==> src/rtl/mem_pkg.sv <==
// Shared opcodes, FSM state encoding and opcode helpers for the load/store sequencer.
package mem_pkg;

  localparam logic [2:0] OP_LB  = 3'd0;
  localparam logic [2:0] OP_LBU = 3'd1;
  localparam logic [2:0] OP_LH  = 3'd2;
  localparam logic [2:0] OP_LHU = 3'd3;
  localparam logic [2:0] OP_LW  = 3'd4;
  localparam logic [2:0] OP_SB  = 3'd5;
  localparam logic [2:0] OP_SH  = 3'd6;
  localparam logic [2:0] OP_SW  = 3'd7;

  typedef enum logic [1:0] {IDLE, RD, WR, DONE} state_e;

  function automatic logic op_is_load(input logic [2:0] op);
    return (op <= OP_LW);
  endfunction

  // Every 3-bit code is defined today; a wider Op field would land in the default.
  function automatic logic op_known(input logic [2:0] op);
    case (op)
      OP_LB, OP_LBU, OP_LH, OP_LHU, OP_LW, OP_SB, OP_SH, OP_SW: return 1'b1;
      default: return 1'b0;
    endcase
  endfunction

endpackage

==> src/rtl/mem_lane_align.sv <==
// Combinational lane logic: load extraction/extension, sub-word store merge, alignment check.
module mem_lane_align
  import mem_pkg::*;
(
  input  logic [2:0]  Op,
  input  logic [1:0]  ByteOff,
  input  logic [31:0] MemRData,
  input  logic [31:0] WrData,
  output logic [31:0] LoadOut,
  output logic [31:0] MergeOut,
  output logic        Misalign
);

  logic [7:0]  byte_sel;
  logic [15:0] half_sel;

  always_comb begin
    case (ByteOff)
      2'd0:    byte_sel = MemRData[7:0];
      2'd1:    byte_sel = MemRData[15:8];
      2'd2:    byte_sel = MemRData[23:16];
      default: byte_sel = MemRData[31:24];
    endcase
    half_sel = ByteOff[1] ? MemRData[31:16] : MemRData[15:0];
  end

  always_comb begin
    LoadOut  = '0;
    MergeOut = WrData;
    Misalign = 1'b0;
    case (Op)
      OP_LB:  LoadOut = {{24{byte_sel[7]}}, byte_sel};
      OP_LBU: LoadOut = {24'h0, byte_sel};
      OP_LH: begin
        LoadOut  = {{16{half_sel[15]}}, half_sel};
        Misalign = ByteOff[0];
      end
      OP_LHU: begin
        LoadOut  = {16'h0, half_sel};
        Misalign = ByteOff[0];
      end
      OP_LW: begin
        LoadOut  = MemRData;
        Misalign = |ByteOff;
      end
      OP_SB: begin
        MergeOut = MemRData;
        MergeOut[{ByteOff, 3'b000} +: 8] = WrData[7:0];
      end
      OP_SH: begin
        MergeOut = ByteOff[1] ? {WrData[15:0], MemRData[15:0]}
                              : {MemRData[31:16], WrData[15:0]};
        Misalign = ByteOff[0];
      end
      OP_SW:   Misalign = |ByteOff;
      default: ;
    endcase
  end

endmodule

==> src/rtl/mem_access_ctrl.sv <==
// MEM-stage load/store sequencer: stalls the pipeline, runs read / RMW / write on a
// handshaked word memory with per-phase ack timeout.
module mem_access_ctrl
  import mem_pkg::*;
#(
  parameter int ADDR_W  = 10,
  parameter int TIMEOUT = 16
) (
  input  logic              Clk,
  input  logic              Rst_n,
  input  logic              Req,
  input  logic [2:0]        Op,
  input  logic [31:0]       Addr,
  input  logic [31:0]       WrData,
  output logic              Stall,
  output logic              Done,
  output logic [31:0]       RdData,
  output logic              Misalign,
  output logic              BusErr,
  output logic              MemReq,
  output logic              MemWe,
  output logic [ADDR_W-1:0] MemAddr,
  output logic [31:0]       MemWData,
  input  logic [31:0]       MemRData,
  input  logic              MemAck
);

  localparam int            CW       = $clog2(TIMEOUT + 1);
  localparam logic [CW-1:0] CNT_LAST = CW'(TIMEOUT - 1);

  state_e            state_q, state_d;
  logic [2:0]        op_q, op_d;
  logic [1:0]        off_q, off_d;
  logic [31:0]       wdata_q, wdata_d;
  logic [CW-1:0]     cnt_q, cnt_d;
  logic              req_q, req_d, we_q, we_d;
  logic              done_q, done_d, mis_q, mis_d, berr_q, berr_d;
  logic [ADDR_W-1:0] maddr_q, maddr_d;
  logic [31:0]       mwdata_q, mwdata_d, rdata_q, rdata_d;

  logic [2:0]  al_op;
  logic [1:0]  al_off;
  logic [31:0] load_w, merge_w;
  logic        al_mis, acked, expired, unused_addr;

  // In IDLE the aligner checks the incoming request; afterwards it works on the latched one.
  assign al_op  = (state_q == IDLE) ? Op : op_q;
  assign al_off = (state_q == IDLE) ? Addr[1:0] : off_q;

  mem_lane_align u_align (
    .Op       (al_op),
    .ByteOff  (al_off),
    .MemRData (MemRData),
    .WrData   (wdata_q),
    .LoadOut  (load_w),
    .MergeOut (merge_w),
    .Misalign (al_mis)
  );

  assign acked       = req_q & MemAck;
  assign expired     = (cnt_q == CNT_LAST);
  assign unused_addr = ^Addr[31:ADDR_W+2];

  always_comb begin
    state_d  = state_q;
    op_d     = op_q;
    off_d    = off_q;
    wdata_d  = wdata_q;
    cnt_d    = cnt_q;
    req_d    = req_q;
    we_d     = we_q;
    maddr_d  = maddr_q;
    mwdata_d = mwdata_q;
    rdata_d  = rdata_q;
    mis_d    = mis_q;
    berr_d   = berr_q;
    done_d   = 1'b0;
    case (state_q)
      IDLE: if (Req) begin
        op_d    = Op;
        off_d   = Addr[1:0];
        wdata_d = WrData;
        maddr_d = Addr[ADDR_W+1:2];
        cnt_d   = '0;
        mis_d   = 1'b0;
        berr_d  = 1'b0;
        rdata_d = '0;
        if (!op_known(Op)) begin
          state_d = DONE;
          done_d  = 1'b1;
        end else if (al_mis) begin
          state_d = DONE;
          mis_d   = 1'b1;
          done_d  = 1'b1;
        end else if (Op == OP_SW) begin
          state_d  = WR;
          req_d    = 1'b1;
          we_d     = 1'b1;
          mwdata_d = WrData;
        end else begin
          state_d = RD;
          req_d   = 1'b1;
          we_d    = 1'b0;
        end
      end
      RD: if (acked) begin
        req_d = 1'b0;
        cnt_d = '0;
        if (op_is_load(op_q)) begin
          state_d = DONE;
          rdata_d = load_w;
          done_d  = 1'b1;
        end else begin
          state_d  = WR;
          mwdata_d = merge_w;
        end
      end else if (expired) begin
        state_d = DONE;
        req_d   = 1'b0;
        berr_d  = 1'b1;
        done_d  = 1'b1;
      end else begin
        cnt_d = cnt_q + CW'(1);
      end
      // Entering WR from an RMW read arrives with MemReq low: that is the gap cycle.
      WR: if (!req_q) begin
        req_d = 1'b1;
        we_d  = 1'b1;
      end else if (acked) begin
        state_d = DONE;
        req_d   = 1'b0;
        we_d    = 1'b0;
        done_d  = 1'b1;
      end else if (expired) begin
        state_d = DONE;
        req_d   = 1'b0;
        we_d    = 1'b0;
        berr_d  = 1'b1;
        done_d  = 1'b1;
      end else begin
        cnt_d = cnt_q + CW'(1);
      end
      DONE:    state_d = IDLE;
      default: state_d = IDLE;
    endcase
  end

  always_ff @(posedge Clk or negedge Rst_n) begin
    if (!Rst_n) begin
      state_q  <= IDLE;
      op_q     <= '0;
      off_q    <= '0;
      wdata_q  <= '0;
      cnt_q    <= '0;
      req_q    <= 1'b0;
      we_q     <= 1'b0;
      maddr_q  <= '0;
      mwdata_q <= '0;
      rdata_q  <= '0;
      mis_q    <= 1'b0;
      berr_q   <= 1'b0;
      done_q   <= 1'b0;
    end else begin
      state_q  <= state_d;
      op_q     <= op_d;
      off_q    <= off_d;
      wdata_q  <= wdata_d;
      cnt_q    <= cnt_d;
      req_q    <= req_d;
      we_q     <= we_d;
      maddr_q  <= maddr_d;
      mwdata_q <= mwdata_d;
      rdata_q  <= rdata_d;
      mis_q    <= mis_d;
      berr_q   <= berr_d;
      done_q   <= done_d;
    end
  end

  assign Stall    = (state_q == IDLE) ? Req : (state_q == RD || state_q == WR);
  assign Done     = done_q;
  assign RdData   = rdata_q;
  assign Misalign = mis_q;
  assign BusErr   = berr_q;
  assign MemReq   = req_q;
  assign MemWe    = we_q;
  assign MemAddr  = maddr_q;
  assign MemWData = mwdata_q;

endmodule

==> config.mk <==
export PLATFORM = sky130hd
export DESIGN_NAME = mem_access_ctrl
export DESIGN_NICKNAME = d
export VERILOG_FILES = /design/src/rtl/mem_pkg.sv /design/src/rtl/mem_lane_align.sv /design/src/rtl/mem_access_ctrl.sv
export SDC_FILE = /design/constraint.sdc
export NUM_CORES = 1
export LEC_CHECK = 0
export ABC_AREA = 1
export CAP_MARGIN = 5
export CORE_UTILIZATION = 35
export DETAILED_ROUTE_END_ITERATION = 10
export PLACE_DENSITY_LB_ADDON = 0.25
export SLEW_MARGIN = 10
export SYNTH_ARGS = -nofsm -noshare
export SYNTH_HDL_FRONTEND = slang
export SYNTH_HIERARCHICAL = 1
export SYNTH_SLANG_ARGS = --single-unit
export TNS_END_PERCENT = 5
==> constraint.sdc <==
create_clock -name Clk -period 3.9 [get_ports Clk]
set_input_delay 0.78 -clock Clk [delete_from_list [all_inputs] [get_ports Clk]]
set_output_delay 0.78 -clock Clk [all_outputs]
set_load 0.05 [all_outputs]
==> impl_results.md <==
- Width of the die: 156.8 um
- Syn nets: 1428
- Lkg Pwr: 5.544 nW
- Register-to-Register Path Depth: 12
- Final ANT Viol Nets: 0
- Area of the multi-input gates: 4392 um2
- Worst Setup SP: state_q[0]
- Yosys reg bits: 123
- CTS tree: yes
- Vias in the first global route: 8015
- Max Clk Rate: 305.6 MHz
- I/O Pins: 183
- Final net count: 1558
- CP Max Fanout: 24
- First-pass DRT Iterations: 5
- CP Class: flip-flop to flip-flop
- All-Layer GR Usage: 0.2304
- Slew HR: 0.4351
- Max Buffers Root-to-Sink: 2
- Die area: 24570 um2
- Synth warnings: 6
- Sequential cell area: 3078 um2
- CTS Hold Bufs: 0
- Critical Path RT: 4.26 ns
- Max-slew violations: 0
- Sequential cell area fraction in the yosys report: 0.3672
- Post-Syn Instances: 1313
- Post-route setup TNS: 0 ns
- Placer Congestion: 0.9333
- Clock sink total: 123
- Worst-margin pin slew: 0.8417 ns
- Routed wire per std cell: 15.64 um
- Final hold vios: 0
- RSZ-0062 raised after global routing: no
- Critical Path AT: 3.63 ns
- CP max stage delay: 0.41 ns
- Synth cell types: 30
- Syn Std Cell Area: 8382 um2
- Gr ovfl total: 0
- Worst path slowest cell: ha_1
- Period minus WS final: 3.273 ns
- Period utilisation layout: 0.8391
- Share of cells above drive strength 1: 0.06873
- FF-to-FF Start: state_q[0]
- # Max-Cap Violations: 0
- VDD IR max: 0.4811 mV
- Syn Area/Cell: 6.384 um2
- Clk pin slew, worst setup/hold paths: 0.06 ns
- Final setup fails: 0
- Core Region: 23470 um2
- Largest net degree at the start of global routing: 80
- First-pass GRT wire length: 43730 um
- Nature of the critical path startpoint: flip-flop
- Placement Rows: 56
- Status: finished, final reports clean
- Iter 0 DRT Violations: 702
- Initial antenna violation count: 0
- Bufs and invs on worst path: 4
- Stages on worst setup path: 12
- Starting Density: 0.3571
- Number of post-CTS setup repair buffers: 0
- Vias/cell: 4.946
- Final WL: 27750 um
- Crit-path leading delay family: simple AND/OR/NAND/NOR gates
- Root buffer selected by CTS: clkbuf_16
- Total CTS buffers: 17
- Antenna cell count: 0
- Post-DP HPWL: 20450 um
- Worst Skew: 0.01538 ns
- PD cells: 1020 nW/um2
- Area growth syn-to-layout: 28.80%
- Worst min path class: input port to async pin
- Final Core Density: 0.4599
- Height of the die: 156.8 um
- Vias: 8775
- Residual DRC count: 0
- Fill cells: 2464
- Clock Latency Late Sink: 0.43 ns
- Post-CTS sizing: 0
- H-tree depth: 4
- Buffers on Ports: 162
- CP endpoint kind: flip-flop
- Crit path cell chain: inv_1, ha_1, inv_1, o21ai_0, buf_4, ha_1, inv_2, nand4_1, nand3_2, nand2_1, nand3_1, nand2_1
## path summary, 6_finish.rpt
| path | to | slack [ns] |
|---|---|---|
| worst max-delay path | RdData[12] | 0.63 |
| max in group asynchronous | cnt_q[3] | 2.65 |
| worst max register to register | RdData[12] | 0.63 |
| min in group Clk | MemWData[16] | 0.47 |
| worst min-delay path | MemWData[3] | 0.39 |
| worst min register to register | MemWData[16] | 0.47 |
## placed cells by master, fill, tap and decap left out, types with 3 or more instances in the layout
cell type        instances
a21oi_1                 59
buf_12                   3
buf_4                   21
bufinv_16                3
clkbuf_16               17
clkbuf_8                 4
clkdlybuf4s50_1        160
clkinvlp_4               3
dfrtp_1                123
ha_1                    11
inv_1                  106
inv_2                   22
nand2_1                485
nand2_2                  6
nand3_1                151
nand4_1                  4
nor2_1                 138
nor2_2                   4
o211ai_1                 6
o21ai_0                103
o21ai_1                  4
## cell families after synthesis
| kind of cell | Yosys count | synth area share |
|---|---|---|
| adder cells (fa/ha/maj) | 12 | 0.01791 |
| flip-flops | 123 | 0.3672 |
| AND/OR/NAND/NOR | 799 | 0.3933 |
| buffers and inverters | 202 | 0.1108 |
| AO/OA/AOI/OAI | 177 | 0.1108 |
## Yosys cell counts (all sizes together)
cell type  number  share of area
a21oi          61          0.039
a31oi           1        0.00075
buf            57          0.046
clkbuf         16         0.0072
dfrtp         123           0.37
ha             12          0.018
inv           129          0.058
nand2         492           0.22
nand3         155          0.097
nand3b          1        0.00090
nand4           4         0.0030
nor2          143          0.067
nor3            2         0.0012
nor3b           1        0.00090
o211ai          6         0.0054
o21ai         109          0.066
or2             1        0.00075
## where the power goes
part           switching (mW)  leakage (nW)  internal, mW
sequential              0.429          1.59          1.81
clock                   0.607         0.297          1.07
combinational            4.89          3.66          2.21
## metrics by stage
stage,area [um2],power [mW],hold WS [ns],instances,worst slack (ns)
2_1_floorplan,8382,7.415,0.4534,1313,0.8169
3_3_place_gp,10170,9.239,0.4550,1743,0.4036
3_5_place_dp,10170,9.307,0.4616,1743,0.3796
4_1_cts,10800,11.04,0.4188,1774,0.6539
5_1_grt,10800,11.91,0.4506,1774,0.3251
6_report,10800,11.01,0.3856,1774,0.6273
## registers in the layout, indices dropped and copies added, names as in the netlist, 2 cells and up
register and flops:
MemWData 32, RdData 32, wdata_q 32, MemAddr 10
cnt_q 5, op_q 3, off_q 2, state_q 2
## metal layers
layer / share of wire / global-route usage / vias up
met2: 0.45 / 0.3503 / 300
met5: 0 / 0 / -
met4: 0.017 / 0.07423 / 0
met3: 0.071 / 0.04486 / 29
li1: - / - / 4391
met1: 0.47 / 0.3259 / 4055
## final cells by class
cell class              instances  share of cell area
clock inverters                10             0.01298
repair buffers                184              0.1685
flip-flops and latches        123              0.2851
well taps                     319             0.03697
multi-input cells             988              0.4068
clock buffers                  21             0.04451
inverters                     129             0.04509
(Power assumes the default switching activity.)
